`config.mk`:
```
export PLATFORM = sky130hd
export DESIGN_NAME = fetch_prefetch_buffer
export DESIGN_NICKNAME = d
export VERILOG_FILES = /design/src/rtl/fetch_prefetch_buffer.sv
export SDC_FILE = /design/constraint.sdc
export NUM_CORES = 1
export LEC_CHECK = 0
export CAP_MARGIN = 5
export CELL_PAD_IN_SITES_DETAIL_PLACEMENT = 1
export CELL_PAD_IN_SITES_GLOBAL_PLACEMENT = 1
export CORE_MARGIN = 2
export CORE_UTILIZATION = 49
export CTS_CLUSTER_SIZE = 12
export DETAILED_ROUTE_END_ITERATION = 8
export PLACE_DENSITY = 0.94
export SYNTH_ARGS = -nofsm -noshare
export SYNTH_HDL_FRONTEND = slang
export SYNTH_SLANG_ARGS = --single-unit
```
`constraint.sdc`:
```
create_clock -name clk -period 19.2 [get_ports clk]
set_input_delay 1.92 -clock clk [delete_from_list [all_inputs] [get_ports clk]]
set_output_delay 1.92 -clock clk [all_outputs]
set_load 0.01 [all_outputs]
```
`src/rtl/fetch_prefetch_buffer.sv`:
```
// Instruction prefetch buffer. Issues word-aligned fetch requests on a
// request/grant/rvalid memory port, keeps a small FIFO of returned
// instructions with their PCs, and handles redirects by discarding
// responses that belong to the abandoned stream.
module fetch_prefetch_buffer #(
    parameter int WORD_WIDTH      = 32,
    parameter int DEPTH           = 4,
    parameter int MAX_OUTSTANDING = 2
) (
    input  logic                  clk,
    input  logic                  rst,
    input  logic                  fetch_en_i,
    input  logic [WORD_WIDTH-1:0] pc_start_addr_i,
    input  logic                  branch_i,
    input  logic [WORD_WIDTH-1:0] branch_addr_i,
    output logic                  instr_req_o,
    output logic [WORD_WIDTH-1:0] instr_addr_o,
    input  logic                  instr_gnt_i,
    input  logic                  instr_rvalid_i,
    input  logic [WORD_WIDTH-1:0] instr_rdata_i,
    output logic                  valid_o,
    input  logic                  ready_i,
    output logic [WORD_WIDTH-1:0] instr_o,
    output logic [WORD_WIDTH-1:0] pc_o
);

    localparam int PW = $clog2(DEPTH);
    localparam int CW = $clog2(DEPTH + 1);
    localparam int OW = $clog2(MAX_OUTSTANDING + 1);
    localparam int SW = $clog2(DEPTH + MAX_OUTSTANDING + 1) + 1;

    typedef enum logic {IDLE, RUN} state_t;

    state_t                state;
    logic [WORD_WIDTH-1:0] fetch_addr;
    logic [WORD_WIDTH-1:0] resp_pc;
    logic [WORD_WIDTH-1:0] held_addr;
    logic                  held;
    logic                  pend;
    logic [OW-1:0]         outstanding;
    logic [OW-1:0]         discard;
    logic [CW-1:0]         count;
    logic [PW-1:0]         rd_ptr;
    logic [PW-1:0]         wr_ptr;
    logic [WORD_WIDTH-1:0] instr_mem [DEPTH];
    logic [WORD_WIDTH-1:0] pc_mem    [DEPTH];

    logic [SW-1:0]         credit;
    logic                  can_issue;
    logic                  granted;
    logic                  resp;
    logic                  do_branch;
    logic                  push;
    logic                  pop;
    logic [OW-1:0]         out_next;
    logic [WORD_WIDTH-1:0] branch_target;
    logic [WORD_WIDTH-1:0] start_addr;

    // Live entries: buffered plus in flight, excluding responses already
    // marked for discard. A new request is only issued while a slot is free,
    // so every live response is guaranteed room in the FIFO.
    assign credit    = SW'(count) + SW'(outstanding) - SW'(discard);
    assign can_issue = fetch_en_i && (outstanding < OW'(MAX_OUTSTANDING))
                       && (credit < SW'(DEPTH));

    // An ungranted request stays up with its original address, even across
    // fetch_en_i drops and redirects.
    assign instr_req_o  = (state == RUN) && (held || can_issue);
    assign instr_addr_o = held ? held_addr : fetch_addr;

    assign granted   = instr_req_o && instr_gnt_i;
    assign resp      = (state == RUN) && instr_rvalid_i;
    assign do_branch = (state == RUN) && branch_i;
    assign push      = resp && !do_branch && (discard == '0);
    assign valid_o   = (count != '0);
    assign pop       = valid_o && ready_i && !do_branch;
    assign instr_o   = valid_o ? instr_mem[rd_ptr] : '0;
    assign pc_o      = valid_o ? pc_mem[rd_ptr] : '0;

    assign out_next      = outstanding + OW'(granted) - OW'(resp && (outstanding != '0));
    assign branch_target = branch_addr_i & ~WORD_WIDTH'(3);
    assign start_addr    = pc_start_addr_i & ~WORD_WIDTH'(3);

    // Control state: FSM, request tracking, discard accounting, FIFO pointers.
    always_ff @(posedge clk) begin
        if (rst) begin
            state       <= IDLE;
            fetch_addr  <= '0;
            resp_pc     <= '0;
            held_addr   <= '0;
            held        <= 1'b0;
            pend        <= 1'b0;
            outstanding <= '0;
            discard     <= '0;
            count       <= '0;
            rd_ptr      <= '0;
            wr_ptr      <= '0;
        end else begin
            case (state)
                IDLE: begin
                    if (fetch_en_i) begin
                        state      <= RUN;
                        fetch_addr <= start_addr;
                        resp_pc    <= start_addr;
                    end
                end
                RUN: begin
                    outstanding <= out_next;
                    held        <= instr_req_o && !instr_gnt_i;
                    if (instr_req_o && !instr_gnt_i) begin
                        held_addr <= instr_addr_o;
                    end
                    if (do_branch) begin
                        // Everything still in flight, including a grant
                        // taken this cycle, belongs to the old stream.
                        discard    <= out_next;
                        pend       <= instr_req_o && !instr_gnt_i;
                        fetch_addr <= branch_target;
                        resp_pc    <= branch_target;
                        count      <= '0;
                        rd_ptr     <= '0;
                        wr_ptr     <= '0;
                    end else begin
                        discard <= discard - OW'(resp && (discard != '0))
                                   + OW'(granted && pend);
                        if (granted) begin
                            pend <= 1'b0;
                        end
                        // A stale held request must not advance the
                        // already-redirected fetch address.
                        if (granted && !pend) begin
                            fetch_addr <= fetch_addr + WORD_WIDTH'(4);
                        end
                        if (push) begin
                            resp_pc <= resp_pc + WORD_WIDTH'(4);
                        end
                        count  <= count + CW'(push) - CW'(pop);
                        wr_ptr <= wr_ptr + PW'(push);
                        rd_ptr <= rd_ptr + PW'(pop);
                    end
                end
                default: state <= IDLE;
            endcase
        end
    end

    // FIFO storage: instruction and its PC written at the tail on push.
    always_ff @(posedge clk) begin
        if (push) begin
            instr_mem[wr_ptr] <= instr_rdata_i;
            pc_mem[wr_ptr]    <= resp_pc;
        end
    end

endmodule
```
==> flow_summary.toml <==
[power_and_ir_drop]
ir_worst_vdd_v = 0.00007455
leakagePower_uw = 0.006414
p_int_uw = 1297
power_frac_seq = 0.513
switching_power_uw = 395.3
pwr-share-clk = 0.402
powerDensity_nw_per_um2 = 87.36
p_total_uw = 1693
p_sw_frac = 0.2335
combPwrFrac = 0.085

[critical_path]
critPathSlowestCell = "nor3_1"
required_ps = 17280
crit_top_cell = "clkdlybuf4s50_1"
start_kind = "primary input"
path_cells = "clkdlybuf4s50_1, nor4b_1, a41o_1, nor3_1, nor2_1, clkdlybuf4s50_1"
worst_setup_path_end_kind = "primary output"
path_class = "primary input to primary output"
arrival_ps = 4490
critical_path.max_stage_delay_ps = 800
path_max_fanout = 5

[clock_network]
htree_levels = 2
clk_pin_slew_ps = 60
clk_path_buf_depth = 3
numCtsBuffers = 38
cts_tree = "yes"
worstSkewPairLatency_ps = 530
cts.sinks = 356
clock-root-buffer = "clkbuf_16"
cts_resized = 0
cts-hold-fix-buffers = 0
post_cts_buffers = 0

[logic_synthesis]
synth_ff_type = "edfxtp_1"
synth_seq_cells = 356
synth_warnings = 0
synth.avg_cell_area_um2 = 12.79
ys_top_cells_by_count = "edfxtp_1, nor2_1, dfxtp_1, o21ai_0, nand2_1"
synth_enable_flop_cells = 248
yosysSeqAreaShare = 0.6034
synthTopCellsByArea = "edfxtp_1, dfxtp_1, mux4_2, and2_1, nor2_1"
yosysTopAreaCell = "edfxtp_1"
yosysMostFrequentCell = "edfxtp_1"
syn_inst = 1245
synth_cell_types = 81
synth_top_area_frac = 0.4677
synthArstFlopShare = 0
syn_area_um2 = 15920

[timing]
rsz0062_at_grt = "no"
drv_slew = 0
clock.fmax_mhz = 156.1
max_slew_margin = 0.2268
hold_violations = 0
fin_worst_skew_ps = 12.46
finalSetupTns_ps = 0
period_minus_slack_ps = 6406
setup_viol = 0
worst_pin_slew_ps = 1151
period_share = 0.3336

[finish]
diodes = 0
post_layout_nonfiller_instances = 1879
nNetsFinal = 1528
seq_area_um2 = 9614
multi_input_area_um2 = 5834
fillers = 3128
finalInstanceArea_um2 = 19370
synthToLayoutAreaGrowth_pct = 21.67
post-route-util = 0.6001
drive_gt1_frac = 0.1197

[floorplan]
rows = 66
dieHeight_um = 184.3
die_area_um2 = 33960
start_util = 0.4932
die_x_um = 184.3
ios = 201
coreArea_um2 = 32290

[detailed_routing]
avgRoutedWirePerCell_um = 23.47
drt_pass1_iterations = 6
detail-route-antenna-nets = 0
viasPerCell = 6.110
first_iter_violations = 961
vias = 11481
wirelength_um = 44090
drc = 0

[global_route]
track_usage = 0.2621
use_met1 = 0.3389
grt_use_met2 = 0.4537
antenna_found_initial = 0
grtUsageMet3 = 0.04940
grt_pass1_vias = 12076
busiest_layer = "met2"
grt_pass1_wl_um = 69010
overflow = 0
grt_start_max_net_pins = 72

[min_path]
hp-class = "flop to flop"

[placed_design]
hpwl_um = 28390
postPlaceCellArea_um2 = 18220
dp.cells = 1812
gp_congestion = 0.8523
place.port_buffers = 194

[outcome]
status = "finished clean"

[run]
cap_violations = 0
==> through the flow <==
step	setup WS, ps	hold WS, ps
final	12790	475.7
after global routing	12820	498.1
after CTS	12940	477.7
after detailed placement	12940	466.7
after global placement	13010	444.0
after floorplan	11530	440.7
==> power groups by stage <==
stage,clock (uW),sequential (uW),combinational (uW)
floorplan,0,872,79.7
global placement,0,879,135
detailed placement,0,883,141
CTS,691,867,143
global route,721,870,156
finish,680,868,144
==> sequential cells by signal (all words and copies together) (netlist names), named ones only <==
| name | cells |
|---|---|
| pc_mem | 120 |
| wr_ptr | 2 |
| held | 1 |
| instr_mem | 128 |
| rd_ptr | 2 |
| count | 3 |
| resp_pc | 30 |
| fetch_addr | 30 |
| pend | 1 |
| held_addr | 32 |
| discard | 2 |
| state | 1 |
| outstanding | 2 |
==> critical path: cells and delay by family <==
family / cells / cell delay, ps
simple gates: 3 / 1230
compound gates: 1 / 280
buf+inv: 2 / 1050
==> placed cells by master, fill, tap and decap left out, drive strengths merged, types with 11 or more instances in the layout <==
master,synthesis,routed
clkdlybuf4s50,0,193
nor2,111,111
inv,38,38
mux4,62,62
and2,70,70
o21ai,77,77
a21oi,46,46
a22oi,34,34
o31a,14,14
nor3,16,16
dfxtp,108,108
buf,37,20
a22o,12,12
nand2,71,71
ha,13,13
and3,15,15
nand3,22,22
o32ai,21,21
nor4,11,11
nand4,16,16
mux2,18,18
clkinv,0,11
clkbuf,52,56
edfxtp,248,248
a31oi,17,17
==> cell families after synthesis <==
| group | synth area share |
|---|---|
| compound gates | 0.1230 |
| mux | 0.1023 |
| flops | 0.6034 |
| buf+inv | 0.03253 |
| simple gates | 0.1230 |
| xor+xnor | 0.002751 |
| fa+ha+maj | 0.01273 |
| other cells | 0.0002355 |
==> layout make-up <==
type	count	share of cell area
sequential	356	0.4962
multi-input combinational	763	0.3011
timing repair buffer	213	0.1073
clock buffer	56	0.05580
tap	442	0.02854
inverter	38	0.007362
clock inverter	11	0.003616
==> final timing paths <==
check,cells past startpoint,endpoint,from,slack (ps)
worst min register to register,1,held_addr[1]$_SDFFE_PP0P_,held_addr[1]$_SDFFE_PP0P_,480
worst max-delay path,6,instr_req_o,fetch_en_i,12790
worst min-delay path,1,held_addr[1]$_SDFFE_PP0P_,held_addr[1]$_SDFFE_PP0P_,480
worst max register to register,17,discard[1]$_SDFFE_PP0P_,outstanding[1]$_SDFFE_PP0P_,14720
==> layer usage <==
| metal | up-vias | share of wire |
|---|---|---|
| met3 | 69 | 0.074 |
| met1 | 5775 | 0.41 |
| li1 | 5136 | - |
| met4 | 0 | 0.022 |
| met5 | - | 0 |
| met2 | 501 | 0.49 |
(Power assumes the default switching activity.)
